### config.mk
export PLATFORM = sky130hd
export DESIGN_NAME = regfile_scoreboard
export DESIGN_NICKNAME = d
export VERILOG_FILES = /design/src/rtl/regfile_scoreboard.sv
export SDC_FILE = /design/constraint.sdc
export NUM_CORES = 2
export LEC_CHECK = 0
export ABC_CLOCK_PERIOD_IN_PS = 3500
export CORE_UTILIZATION = 55
export CTS_CLUSTER_DIAMETER = 80
export CTS_CLUSTER_SIZE = 28
export DETAILED_ROUTE_END_ITERATION = 10
export PLACE_DENSITY_LB_ADDON = 0.25
export SETUP_SLACK_MARGIN = 0.4
export SLEW_MARGIN = 20
export SYNTH_ARGS = -nofsm -noshare
export SYNTH_HDL_FRONTEND = slang
export SYNTH_SLANG_ARGS = --single-unit
export TNS_END_PERCENT = 10
### constraint.sdc
create_clock -name clk -period 3.5 [get_ports clk]
set_input_delay 0.7 -clock clk [delete_from_list [all_inputs] [get_ports clk]]
set_output_delay 0.7 -clock clk [all_outputs]
set_load 0.01 [all_outputs]
### src/rtl/regfile_scoreboard.sv
// Architectural register file with a per-register rename scoreboard.
// Each register holds a value plus a busy bit and the tag of its pending
// producer. Rename marks a register busy, commit writes data and retires
// the producer only on a tag match, flush drops every pending producer.
// Reads are combinational and see a same-cycle commit through a bypass.
module regfile_scoreboard #(
    parameter int XLEN = 32,
    parameter int NREG = 32,
    parameter int AW   = $clog2(NREG),
    parameter int NRD  = 2,
    parameter int TAGW = 4
) (
    input  logic                 clk,
    input  logic                 rst,
    input  logic                 flush,
    input  logic                 rn_valid,
    input  logic [AW-1:0]        rn_addr,
    input  logic [TAGW-1:0]      rn_tag,
    input  logic                 cm_valid,
    input  logic [AW-1:0]        cm_addr,
    input  logic [TAGW-1:0]      cm_tag,
    input  logic [XLEN-1:0]      cm_data,
    input  logic [NRD*AW-1:0]    rd_addr,
    output logic [NRD*XLEN-1:0]  rd_data,
    output logic [NRD-1:0]       rd_busy,
    output logic [NRD*TAGW-1:0]  rd_tag
);

    // When NREG fills the address space no address can be out of range.
    localparam bit FULL_SPACE = (NREG == (1 << AW));

    logic [XLEN-1:0] regs_reg [NREG];
    logic            busy_reg [NREG];
    logic [TAGW-1:0] tag_reg  [NREG];

    // Register/scoreboard update: commit writes data, then rename (unless
    // flushed) overrides any commit-side busy clear on the same register.
    // Entry 0 is only ever reset, so it stays zero.
    always_ff @(posedge clk or negedge rst) begin
        if (!rst) begin
            for (int i = 0; i < NREG; i++) begin
                regs_reg[i] <= '0;
                busy_reg[i] <= 1'b0;
                tag_reg[i]  <= '0;
            end
        end else begin
            for (int i = 1; i < NREG; i++) begin
                if (cm_valid && cm_addr == AW'(i)) begin
                    regs_reg[i] <= cm_data;
                end
                if (flush) begin
                    busy_reg[i] <= 1'b0;
                    tag_reg[i]  <= '0;
                end else if (rn_valid && rn_addr == AW'(i)) begin
                    busy_reg[i] <= 1'b1;
                    tag_reg[i]  <= rn_tag;
                end else if (cm_valid && cm_addr == AW'(i) &&
                             busy_reg[i] && tag_reg[i] == cm_tag) begin
                    busy_reg[i] <= 1'b0;
                end
            end
        end
    end

    genvar gi;
    generate
        for (gi = 0; gi < NRD; gi++) begin : g_rd
            logic [AW-1:0]   a;
            logic            in_range;
            logic            bypass;
            logic [XLEN-1:0] data_next;
            logic            busy_next;
            logic [TAGW-1:0] tag_next;

            assign a      = rd_addr[gi*AW +: AW];
            assign bypass = cm_valid && (cm_addr == a);

            if (FULL_SPACE) begin : g_full
                assign in_range = (a != '0);
            end else begin : g_part
                assign in_range = (a != '0) && (a < AW'(NREG));
            end

            // Read port: zero for x0, out-of-range or reset; otherwise stored
            // state with the committing value and retirement bypassed in.
            always_comb begin
                data_next = '0;
                busy_next = 1'b0;
                tag_next  = '0;
                if (rst && in_range) begin
                    data_next = bypass ? cm_data : regs_reg[a];
                    busy_next = busy_reg[a] && !(bypass && tag_reg[a] == cm_tag);
                    tag_next  = busy_next ? tag_reg[a] : '0;
                end
            end

            assign rd_data[gi*XLEN +: XLEN] = data_next;
            assign rd_busy[gi]              = busy_next;
            assign rd_tag[gi*TAGW +: TAGW]  = tag_next;
        end
    endgenerate

endmodule
[Yosys cells after proc, flatten, opt, wreduce, memory -nomap -nowiden]
Index checks and enable logic that the tools add are counted.
Word-level totals
  input bits: 65
  register bits: 1147
Cells by class
  equal/unequal tests: 97
  bitwise logic cells: 2
  $lt $le $gt $ge: 2
  mux-type cells: 183
  reductions and logical operators: 198
Operators by type and width (number)
  $bmux W32 S5: 2
  $mux W4: 70
  $mux W32: 8
  $eq A5 B5 Y1 const B: 32
  $eq A4 B4 Y1: 33
  $logic_and A1 B1 Y1: 132
  $mux W1: 99
  $reduce_bool A3 Y1: 31
  $eq A5 B4 Y1 const B: 16
  $reduce_bool A2 Y1: 31
  $bmux W4 S5: 2
  $eq A5 B3 Y1 const B: 8
  $eq A5 B2 Y1 const B: 4
  $ge A6 B6 Y1 const B: 2
  $not A5 Y6: 2
  $bmux W1 S5: 2
  $eq A5 B1 Y1 const B: 2
  $eq A5 B5 Y1: 2
  $reduce_bool A5 Y1: 2
  $logic_not A1 Y1: 2

[Longest topological paths before layout]
  depth after elaboration: 10
  depth in mapped cells: 12

[Worst setup path after synthesis]
No wires, ideal clock.
  path kind: input port to output port
  from: input port rd_addr[6]
  to: output port rd_data[49]
  arrival: 2.805 ns
  path slack: -0.005 ns
  stages on the path: 10
  path buffers: 4
  cells stage by stage: buf_2 > buf_2 > buf_2 > buf_1 > mux4_2 > mux4_2 > mux2i_1 > nor2_1 > a21oi_1 > nor2_1
On the way
  cells in the longest elaborated chain, start to end: 6
RTL lines
  from (decl): line 23  | input logic [NRD*AW-1:0] rd_addr,
  $not A5 Y6 (implied by the code): line 91  | data_next = bypass ? cm_data : regs_reg[a];
  $bmux W32 S5: line 91
  $mux W32 (implied by the code) (2 in series): line 91
  $mux W32: line 91
  $mux W32 (*): line 90  | if (rst && in_range) begin
  to (decl): line 24  | output logic [NRD*XLEN-1:0] rd_data,
Every way passes the cells marked *; elsewhere a longest branch is shown, timed or not. The select of a mux whose other input is x is not followed.

[Final worst setup path]
  from: input port rd_addr[5]
  to: output port rd_tag[7]
On the way
  cells in the longest elaborated chain, start to end: 10
RTL lines
  $not A5 Y6 (implied by the code): line 92, 93
  $bmux W4 S5: line 92, 93
  $mux W4 (implied by the code) (2 in series): line 92, 93
  $eq A4 B4 Y1: line 92  | busy_next = busy_reg[a] && !(bypass && tag_reg[a] == cm_tag);
  $logic_and A1 B1 Y1: line 92
  $logic_not A1 Y1: line 92
  $logic_and A1 B1 Y1: line 92
  $mux W4: line 93  | tag_next = busy_next ? tag_reg[a] : '0;
  $mux W4 (*): line 90
  to (decl): line 26  | output logic [NRD*TAGW-1:0] rd_tag
Marked as above.

==> flow_metrics.py <==
metrics = {
    "critical_path": {
        "crit_arrival_ns": 3.13,
        "end_kind": "output pin",
        "required_ns": 2.80,
        "cp-start-kind": "input pin",
        "cp_max_fo": 5,
        "regToRegSetupSlack_ns": 1.91,
        "critPathKind": "in -> out",
        "r2r_start": "tag_reg[67]",
        "r2r-end": "busy_reg[16]",
        "r2r_cells": 6,
    },
    "floorplanning": {
        "ioPinCount": 139,
        "core.rowCount": 125,
        "die_h_um": 344,
        "dieArea_um2": 118000,
        "core_um2": 116000,
        "initial_core_util_pct": 55.5,
        "die_w_um": 344,
    },
    "detailed_routing": {
        "drt_iter0_drc": 4866,
        "postRouteAntennaNets": 0,
        "num_vias": 44100,
        "routed_wl_mm": 200,
        "wire_per_inst_um": 31.1,
        "via_per_inst": 6.85,
        "drc_errors": 0,
        "firstDrtPassIters": 5,
    },
    "cts": {
        "htreeDepth": 2,
        "cts_tree": "yes",
        "clk_path_buf_depth": 3,
        "root_buffer": "clkbuf_16",
        "worstSkewPairLatency_ns": 0.72,
        "clk_pin_slew_ns": 0.12,
        "cts_buffers": 57,
        "cts.sinks": 1147,
    },
    "yosys": {
        "yosys-top-cells-area": "dfrtp_1, mux4_2, mux2_2, mux2i_1, clkbuf_1",
        "yosysSeqAreaShare_pct": 44.6,
        "syn-cell-area_um2": 64400,
        "post_synth_inst_count": 4521,
        "synth_edf_count": 0,
        "synth_area_per_cell_um2": 14.2,
        "syn_nets": 4586,
        "synth_warnings": 37,
        "yosys.area.top_type": "dfrtp_1",
        "yosys_register_bits": 1147,
        "synth_top_cell_area_share_pct": 44.6,
        "synth_cell_types": 50,
        "ys.flop_type": "dfrtp_1",
        "async_flop_share_pct": 100,
    },
    "global_route": {
        "track_usage_pct": 34.4,
        "grt_pass1_vias": 45100,
        "grt_max_degree": 184,
        "antenna_found_initial": 3,
        "grt_pass1_wl_mm": 299,
        "grt-ovfl-total": 0,
    },
    "sta": {
        "period_minus_slack_ns": 3.83,
        "hold_viol_final": 0,
        "rsz0062_at_grt": "true",
        "fmax_ghz": 0.261,
        "setup_viol_count_final": 67,
        "slew_headroom_pct": 28.2,
        "worstMarginPinSlew_ns": 1.08,
        "holdWs_ns": 0.200,
        "fin_skew_ns": 0.0195,
        "post-route-period-util_pct": 110,
        "setup_slack_ns": -0.333,
        "slew_violations": 0,
    },
    "power": {
        "power_density_nw_per_um2": 458,
        "peakVddDrop_v": 0.000463,
        "finalPower_mw": 34.6,
        "p_leak_nw": 32.8,
    },
    "layout": {
        "largest_reg_flops": 992,
        "layout_commonest_cell": "dfrtp_1",
        "drive_above_1_share_pct": 52.5,
        "antenna_cells": 0,
        "layout.nets": 4943,
        "layout_common_cells": "dfrtp_1, mux2_2, mux4_2, buf_4, nor2_1",
        "syn_to_final_growth_pct": 17.3,
    },
    "placed_design": {
        "gp_congestion": 0.968,
        "port_buffers": 138,
        "preCtsSetupSlack_ns": -0.688,
        "hpwl_mm": 125,
    },
    "run": {
        "drv_cap": 0,
    },
    "hold_path": {
        "hold_path_class": "in -> async",
    },
    "outcome": {
        "status": "finished with violations",
        "violations": "negative setup slack",
    },
}
==> what timing repair did <==
item / 4_1_cts / 5_1_grt
hold buffers: 1 / 0
endpoints found under the hold margin: 8 / 0
endpoints found under the setup margin: 74 / 74
gates cloned: 22 / 0
resized for setup: 419 / 83
setup buffers: 78 / 17
pin swaps: 23 / 15
==> final cells by class <==
type,instances,area (um2)
Tap cell,1524,1910
Clock inverter,36,509
Inverter,5,43.8
Multi-Input combinational cell,2890,34100
Fill cell,8344,40500
Clock buffer,65,1520
Timing Repair Buffer,777,8720
Sequential cell,1147,28700
==> report_power, final <==
group	internal, mW	total, mW	switching, mW
combinational	5.42	8.80	3.37
clock	3.69	8.61	4.92
sequential	15.5	17.2	1.70
==> stage by stage <==
stage / setup TNS [ns] / utilization, % / instances / cell area [um2]
floorplan: 0 / - / 4521 / 64800
global placement: -40.38 / 61.5 / 6225 / 71300
detailed placement: -41.34 / 61.5 / 6225 / 71300
CTS: -9.89 / 64.8 / 6427 / 75200
global route: -14.14 / 65.1 / 6444 / 75500
finish: -9.32 / 65.1 / 6444 / 75500
==> logic make-up after synthesis <==
kind of cell	synth area share, %
and+or+nand+nor	3.93
DFF	44.6
muxes	43.3
AOI/OAI and AO/OA	2.92
xor gates and xnor gates	1.90
buffers and inverters	3.36
==> metal layers <==
metal  global-route usage, %  share of wire (%)
met1                    47.7                 39
met2                    54.7                 48
met3                    5.41                8.2
met4                    13.9                4.7
met5                       0             0.0060
==> cell usage after synthesis, types with 21 or more instances <==
cell	instances
a21oi_1	151
a22o_1	35
a22oi_1	24
buf_1	56
buf_2	85
buf_4	37
clkbuf_1	287
dfrtp_1	1147
mux2_2	1036
mux2i_1	223
mux4_2	621
nand2_1	113
nand2b_1	23
nand3_1	57
nand4_1	21
nor2_1	276
nor3_1	22
nor4_1	22
o2bb2ai_1	33
xnor2_1	63
xor2_1	77
==> worst max path at each step <==
| stage | start | to | slack, ns | cells past startpoint |
|---|---|---|---|---|
| after global routing | tag_reg[122] | rd_tag[7] | -0.35 | 9 |
| after CTS | tag_reg[122] | rd_tag[7] | -0.31 | 9 |
| final | rd_addr[5] | rd_tag[7] | -0.33 | 11 |
| after floorplan | rd_addr[1] | rd_busy[0] | 0.15 | 11 |
| after global placement | rd_addr[5] | rd_data[58] | -0.68 | 10 |
| after detailed placement | rd_addr[5] | rd_data[58] | -0.69 | 10 |
==> critical path, stage by stage <==
cell and delay, ns:
buf_16 0.14, buf_8 0.13, buf_4 0.14, buf_12 0.12, mux4_2 0.54, o22a_1 0.28, a31o_1 0.26, xor2_2 0.18
nor4_4 0.27, and3b_2 0.25, buf_6 0.12
(Power assumes the default switching activity.)
